$ cat src/rtl/mem_bus_arbiter.sv
// mem_bus_arbiter: round-robin two-master to one-slave Avalon-style bus arbiter
// with combinational passthrough in the granted state and a sticky stall watchdog.
module mem_bus_arbiter #(
  parameter int unsigned TIMEOUT_CYCLES = 1024
) (
  input  logic        clk,
  input  logic        reset,
  input  logic [31:0] m0_address,
  input  logic        m0_read,
  input  logic        m0_write,
  input  logic [31:0] m0_writedata,
  input  logic [3:0]  m0_byteenable,
  output logic        m0_waitrequest,
  output logic [31:0] m0_readdata,
  input  logic [31:0] m1_address,
  input  logic        m1_read,
  input  logic        m1_write,
  input  logic [31:0] m1_writedata,
  input  logic [3:0]  m1_byteenable,
  output logic        m1_waitrequest,
  output logic [31:0] m1_readdata,
  output logic [31:0] s_address,
  output logic        s_read,
  output logic        s_write,
  output logic [31:0] s_writedata,
  output logic [3:0]  s_byteenable,
  input  logic        s_waitrequest,
  input  logic [31:0] s_readdata,
  output logic [1:0]  grant,
  output logic        timeout_err
);
  localparam int W = $clog2(TIMEOUT_CYCLES + 1);
  localparam logic [W-1:0] TMAX = W'(TIMEOUT_CYCLES);

  typedef enum logic [1:0] {IDLE, GRANT0, GRANT1} state_e;

  state_e         state_q, state_d;
  logic           last_q, last_d;
  logic [W-1:0]   wdog_q, wdog_d;
  logic [1:0]     grant_q;
  logic           err_q;
  logic           req0, req1, g0, g1, own_req, oth_req, stall, accept, done;

  assign req0    = m0_read | m0_write;
  assign req1    = m1_read | m1_write;
  assign g0      = state_q == GRANT0;
  assign g1      = state_q == GRANT1;
  assign own_req = g0 ? req0 : req1;
  assign oth_req = g0 ? req1 : req0;
  assign stall   = (g0 | g1) & own_req & s_waitrequest;
  assign accept  = (g0 | g1) & own_req & ~s_waitrequest;
  // done covers both acceptance and an abandoned (dropped) request
  assign done    = (g0 | g1) & ~stall;

  // read+write together is forwarded as a write
  assign s_address      = g0 ? m0_address : g1 ? m1_address : '0;
  assign s_write        = g0 ? m0_write : g1 ? m1_write : 1'b0;
  assign s_read         = g0 ? (m0_read & ~m0_write) : g1 ? (m1_read & ~m1_write) : 1'b0;
  assign s_writedata    = g0 ? m0_writedata : g1 ? m1_writedata : '0;
  assign s_byteenable   = g0 ? m0_byteenable : g1 ? m1_byteenable : '0;
  assign m0_waitrequest = g0 ? s_waitrequest : 1'b1;
  assign m1_waitrequest = g1 ? s_waitrequest : 1'b1;
  assign m0_readdata    = s_readdata;
  assign m1_readdata    = s_readdata;
  assign grant          = grant_q;
  assign timeout_err    = err_q;

  assign last_d  = done ? g1 : last_q;
  assign state_d = (state_q == IDLE) ?
                     ((req0 & req1) ? (last_q ? GRANT0 : GRANT1) : req0 ? GRANT0 : req1 ? GRANT1 : IDLE) :
                   !done ? state_q :
                   oth_req ? (g0 ? GRANT1 : GRANT0) :
                   own_req ? state_q : IDLE;
  assign wdog_d  = (state_d != state_q || accept) ? '0 :
                   (stall && wdog_q != TMAX) ? wdog_q + 1'b1 : wdog_q;

  always_ff @(posedge clk or posedge reset) begin
    if (reset) begin
      state_q <= IDLE;
      last_q  <= 1'b1;
      wdog_q  <= '0;
      grant_q <= 2'b00;
      err_q   <= 1'b0;
    end else begin
      state_q <= state_d;
      last_q  <= last_d;
      wdog_q  <= wdog_d;
      grant_q <= {state_d == GRANT1, state_d == GRANT0};
      err_q   <= err_q | (wdog_d == TMAX);
    end
  end
endmodule

$ cat config.mk
export PLATFORM = sky130hd
export DESIGN_NAME = mem_bus_arbiter
export DESIGN_NICKNAME = d
export VERILOG_FILES = /design/src/rtl/mem_bus_arbiter.sv
export SDC_FILE = /design/constraint.sdc
export NUM_CORES = 1
export LEC_CHECK = 0
export CAP_MARGIN = 15
export CORE_AREA = 2 2 124 126
export DETAILED_ROUTE_END_ITERATION = 12
export DIE_AREA = 0 0 126 128
export PLACE_DENSITY = 0.68
export SLEW_MARGIN = 20
export SYNTH_ARGS = -nofsm -noshare
export SYNTH_HDL_FRONTEND = slang
export SYNTH_SLANG_ARGS = --single-unit
$ cat constraint.sdc
create_clock -name clk -period 3.3 [get_ports clk]
set_input_delay 0.495 -clock clk [delete_from_list [all_inputs] [get_ports clk]]
set_output_delay 0.495 -clock clk [all_outputs]
set_load 0.02 [all_outputs]
# --- Yosys cells after proc, flatten, opt, wreduce, memory -nomap -nowiden ---
# Index checks and enable logic that the tools add are counted.
classes:
  bitwise_logic: 15
  n_mux: 25
  reduce_logical: 3
  add_sub_neg: 1
  eq_ne: 7
ops:
  columns: ["cell", "count"]
  rows:
  - ["$mux 32", 4]
  - ["$mux 11", 2]
  - ["$mux 2", 9]
  - ["$add 11x1->11 const B", 1]
  - ["$eq 11x11->1 const B", 1]
  - ["$ne 11x11->1 const B", 1]
  - ["$mux 1", 8]
  - ["$mux 4", 2]
  - ["$and 1x1->1", 7]
  - ["$eq 2x1->1 const B", 2]
  - ["$eq 2x2->1 const B", 2]
  - ["$not 1->1", 4]
  - ["$or 1x1->1", 4]
  - ["$logic_not 2->1", 1]
  - ["$ne 2x2->1", 1]
  - ["$logic_and 1x1->1", 1]
  - ["$logic_or 1x1->1", 1]
totals:
  inputBits: 175
  regBits: 17
  out_inout_bits: 139
  elab_cells: 56

# --- Logic depth before layout (Yosys ltp) ---
depth:
  word_depth: 13
  ltp_mapped: 8
  depth_no_buf: 7

# --- Worst setup path after synthesis ---
# OpenSTA, ideal clock, no wires.
synth_path:
  path_kind: "register to output"
  start: "reg state_q[1]"
  end: "out s_byteenable[0]"
  arrival_time_ns: 1.967
  path_stages_with_launch: 9
  n_path_buf: 4
  slack_ns: 0.838
  required_time_ns: 2.805
  path_cell_list: "dfrtp_1 > inv_1 > ha_1 > buf_2 > nor2b_1 > clkbuf_1 > clkbuf_1 > buf_1 > a22o_1"
synth_via:
  elab_chain_cells: 3
  word_cells_on_any_way: 4
synth_rtl:
  columns: ["item", "line", "rtl"]
  rows:
  - ["from (decl)", "37", "state_e state_q, state_d;"]
  - ["from (signal assigned)", "85", "state_q <= state_d;"]
  - ["$eq 2x2->1", "47", "assign g1 = state_q == GRANT1;"]
  - ["$mux 4", "60", "assign s_byteenable = g0 ? m0_byteenable : g1 ? m1_byteenable : '0;"]
  - ["$mux 4 *", "60", null]
  - ["to (decl)", "26", "output logic [3:0] s_byteenable,"]
# Every way passes the cells marked *; elsewhere a longest branch is shown, timed or not.

# --- Worst setup path after layout ---
layout_path:
  start: "reg state_q[0]"
  end: "out s_address[2]"
layout_via:
  elab_chain_cells: 3
  word_cells_on_any_way: 4
layout_rtl:
  columns: ["item", "line", "rtl"]
  rows:
  - ["$eq 2x2->1", "47", null]
  - ["named net g1", "42", "logic req0, req1, g0, g1, own_req, oth_req, stall, accept, done;"]
  - ["$mux 32 (2 in series)", "56", "assign s_address = g0 ? m0_address : g1 ? m1_address : '0;"]
  - ["to (decl)", "22", "output logic [31:0] s_address,"]
# The timed path passes the listed nets, and every way through them passes these cells.

==> impl_results.rst <==
.. list-table::
   :header-rows: 1

   * - Metric
     - Value
   * - Number of unique standard cell types used by synthesis
     - 63
   * - Data arrival, critical path
     - 2.64 ns
   * - HPWL Detailed
     - 12400 um
   * - Clock-pin slew of the registers on the worst-case setup and hold paths
     - 0.05 ns
   * - Portion of the post-synthesis area used by sequential elements
     - 16.4%
   * - Internal
     - 0.000538 W
   * - Multiplexer share of the synthesized area
     - 2.40%
   * - Cells resized by post-CTS repair
     - 0
   * - Synth Warn #
     - 0
   * - Clock latency on the worst-skew pair
     - 0.25 ns
   * - Number of max-slew violations in the final report
     - 0
   * - Hold Path Cell Cnt
     - 2
   * - Setup Fix Bufs, Post-CTS
     - 0
   * - Delay contributed by the slowest stage of the critical path
     - 0.65 ns
   * - Maximum fanout count along the critical path
     - 36
   * - Worst-case hold path end point
     - timeout_err$_DFF_PP0_
   * - Critical R2R Capture
     - timeout_err$_DFF_PP0_
   * - Dominant combinational cell family by area after synthesis
     - compound AO/OA/AOI/OAI gates
   * - Relative contribution of the clock network to total power
     - 35.0%
   * - Number of hold-slack violations in the final timing report
     - 0
   * - Average cell area after synthesis
     - 8.48 um^2
   * - Detailed-route DRC error count
     - 0
   * - Worst clock skew on the final layout
     - 0.00418 ns
   * - Number of hold buffers added after CTS
     - 0
   * - Total overflow reported by the global router
     - 0
   * - Syn Std Cell Area
     - 2600 um^2
   * - Async SR Flop Fraction
     - 100%
   * - TritonCTS clock tree
     - yes
   * - Number of cell instances on the worst register-to-register path
     - 8
   * - Cell row count
     - 45
   * - Final layout net count
     - 628
   * - Vias per inst
     - 4.64
   * - Simple-gate area share of the yosys netlist
     - 13.5%
   * - Clock root buffer
     - clkbuf_16
   * - Final critical-path share of the clock period
     - 95.1%
   * - Run status
     - finished clean
   * - Library cell with the largest summed area after synthesis
     - a22o_1
   * - Setup CP Type
     - flip-flop to output port
   * - Most common cell after layout, fill and taps aside
     - clkdlybuf4s50_1
   * - Most congested layer reported by global routing
     - met2
   * - Gate Count Post-Synth
     - 307
   * - Vias in the first global route
     - 3004
   * - Maximum vdd drop
     - 0.222 mV
   * - Via count of the routed design
     - 2948
   * - Area fraction of the dominant cell type after synthesis
     - 22.9%
   * - Pin count of the biggest net entering global routing
     - 84
   * - Gp weighted congestion
     - 0.902
   * - Num ports
     - 314
   * - Compound-cell area share of the yosys netlist
     - 36.6%
   * - Synthesis-stage register bit count
     - 17
   * - Number of max-capacitance violations reported
     - 0
   * - Type of the tightest min-delay check
     - flip-flop to flip-flop
   * - GR met3 Demand/Resource
     - 12.2%
   * - Routed wirelength normalized by instance count
     - 23.9 um
   * - CP Launch Point
     - state_q[0]$_DFF_PP0_
   * - Wirelength, routed
     - 15200 um
   * - Slowest cell on crit path
     - clkdlybuf4s50_1
   * - Count of final setup violators
     - 0
   * - Final total negative setup slack
     - 0 ns
   * - Fraction of final layout cells with drive strength greater than 1
     - 11.2%
   * - Relative contribution of sequential cells to total power
     - 31.2%
   * - H-tree depth reported by CTS
     - 1
   * - Actual transition at the worst max-transition pin
     - 0.672 ns
   * - Effective utilization at floorplan
     - 17.5%
   * - Ordered list of cells on the worst path
     - inv_1 > ha_1 > nor2b_4 > buf_12 > a22o_1 > clkdlybuf4s50_1
   * - RSZ-0062 raised after global routing
     - false
   * - Adder and majority cell fraction of the synthesized area
     - 2.40%
   * - Antenna violations before repair
     - 1
   * - Total number of clock tree sinks
     - 17
   * - Clock buffers created by TritonCTS
     - 3
   * - Die area
     - 16100 um^2
   * - Global routing usage summed across all routing layers
     - 17.3%
   * - Min-delay src
     - timeout_err$_DFF_PP0_
   * - Detailed Route Iter0 Violations
     - 122
   * - Antenna-violating nets left
     - 0
   * - Setup slack of the most critical reg-to-reg path
     - 0.55 ns
   * - Post-synthesis to final-layout area growth
     - 81.6%
   * - Standby leakage power
     - 1.78 nW
   * - Port Buf Inserts
     - 217
   * - Global Route met2 Usage
     - 23.5%
   * - Most used cells in the layout excluding fill and tap cells
     - clkdlybuf4s50_1, a22o_1, buf_12
   * - Relative contribution of combinational cells to total power
     - 33.8%
   * - Net Switching
     - 0.000154 W
   * - Total power per unit cell area
     - 146 nW/um^2
   * - Switching Fraction
     - 22.2%
   * - Horizontal extent of the die
     - 126 um
   * - Relative slew slack
     - 55.1%
   * - Top flip-flop cell by instance count after synthesis
     - dfrtp_1
   * - Post-synth net total
     - 487
   * - Cells taking the most area after synthesis
     - a22o_1, buf_4, dfrtp_1, ha_1, xnor2_1
   * - Number of synthesized flops with an enable pin
     - 0
   * - GR met1 Demand/Resource
     - 23.1%
   * - Clock period minus worst slack
     - 3.14 ns
   * - Core ar.
     - 14900 um^2
   * - Number of standard cells in the layout, taps in and fillers out
     - 636
   * - Wire length of the first global-routing pass
     - 20900 um
   * - Crit. End Element
     - output port
   * - Worst R2R Start
     - state_q[1]$_DFF_PP0_
   * - Cells after DPL
     - 630
   * - Number of detailed-route iterations in the first pass
     - 4
   * - Peak clock frequency supported by timing
     - 0.319 GHz
   * - Parity-gate share of the synthesized area counting xor and xnor cells
     - 3.70%
   * - CP Launch Type
     - flip-flop
   * - DIE HEIGHT
     - 128 um
   * - Endpoint required time on the critical path
     - 2.80 ns
   * - Maximum number of buffers from clock root to sink
     - 2
worst max path at each step:
stage | endpoint | slack, ns | depth (start not counted)
floorplan | s_byteenable[0] | 0.84 | 8
global placement | s_address[3] | 0.05 | 5
detailed placement | s_address[2] | 0.35 | 6
CTS | s_address[1] | 0.06 | 6
global route | s_address[2] | 0.03 | 6
finish | s_address[2] | 0.16 | 6
registers in the layout, indices dropped and copies added (netlist names):
name         cells
state_q          2
wdog_q          11
grant            2
timeout_err      1
last_q           1
power by group through the flow:
| stage | registers [W] | logic, W | clock network, W |
|---|---|---|---|
| global placement | 0.000219 | 0.000239 | 0 |
| global route | 0.000216 | 0.000247 | 0.000264 |
| finish | 0.000216 | 0.000234 | 0.000242 |
| detailed placement | 0.000219 | 0.000232 | 0 |
| floorplan | 0.000218 | 0.000152 | 0 |
| CTS | 0.000215 | 0.000235 | 0.000252 |
metal layers:
layer | routed length [um] | up-vias
li1 | - | 1370
met4 | 31 | 0
met5 | 0 | -
met2 | 6150 | 195
met1 | 6580 | 1376
met3 | 2470 | 7
Yosys cell counts (4+ instances only):
library cell  number
clkbuf_1           9
buf_1              7
nand3_1            4
a21oi_1            7
nor2_1            13
xor2_1             4
buf_2              4
nand2_1           10
buf_6              4
dfrtp_1           16
buf_4             64
xnor2_1            7
inv_1             12
mux2i_1            4
a22o_1            68
ha_1               5
worst max-delay path, delay by kind of cell, from the launching register on:
kind                       cells  cell delay [ns]
buffers and inverters          3             1.05
DFF                            1             0.45
and+or+nand+nor                1             0.43
adders and majority gates      1             0.26
AOI/OAI and AO/OA              1             0.18
final cells by class:
cell class	instances	area [um^2]
fill	1542	10100
timing repair buffer	223	2390
multi-input combinational	191	1550
sequential	17	427
tap	188	235
clock buffer	4	78.8
inverter	12	45.0
antenna	1	2.50
cell families after synthesis:
| group | count (synthesis) |
|---|---|
| AO/OA/AOI/OAI | 111 |
| XOR/XNOR | 11 |
| adder cells (fa/ha/maj) | 5 |
| buffers and inverters | 100 |
| flip-flops | 17 |
| multiplexers | 6 |
| AND/OR/NAND/NOR | 57 |
metrics by stage:
stage	cell area, um^2	total power [W]	setup WS (ns)	hold WS (ns)	util, %
2_1_floorplan	2600	0.000370	0.838	0.420	-
4_1_cts	4720	0.000703	0.0640	0.466	31.7
5_1_grt	4730	0.000726	0.0326	0.504	31.8
3_5_place_dp	4640	0.000451	0.347	0.448	31.2
6_report	4730	0.000692	0.163	0.456	31.8
3_3_place_gp	4620	0.000458	0.0482	0.452	31.1
(Power assumes the default switching activity.)
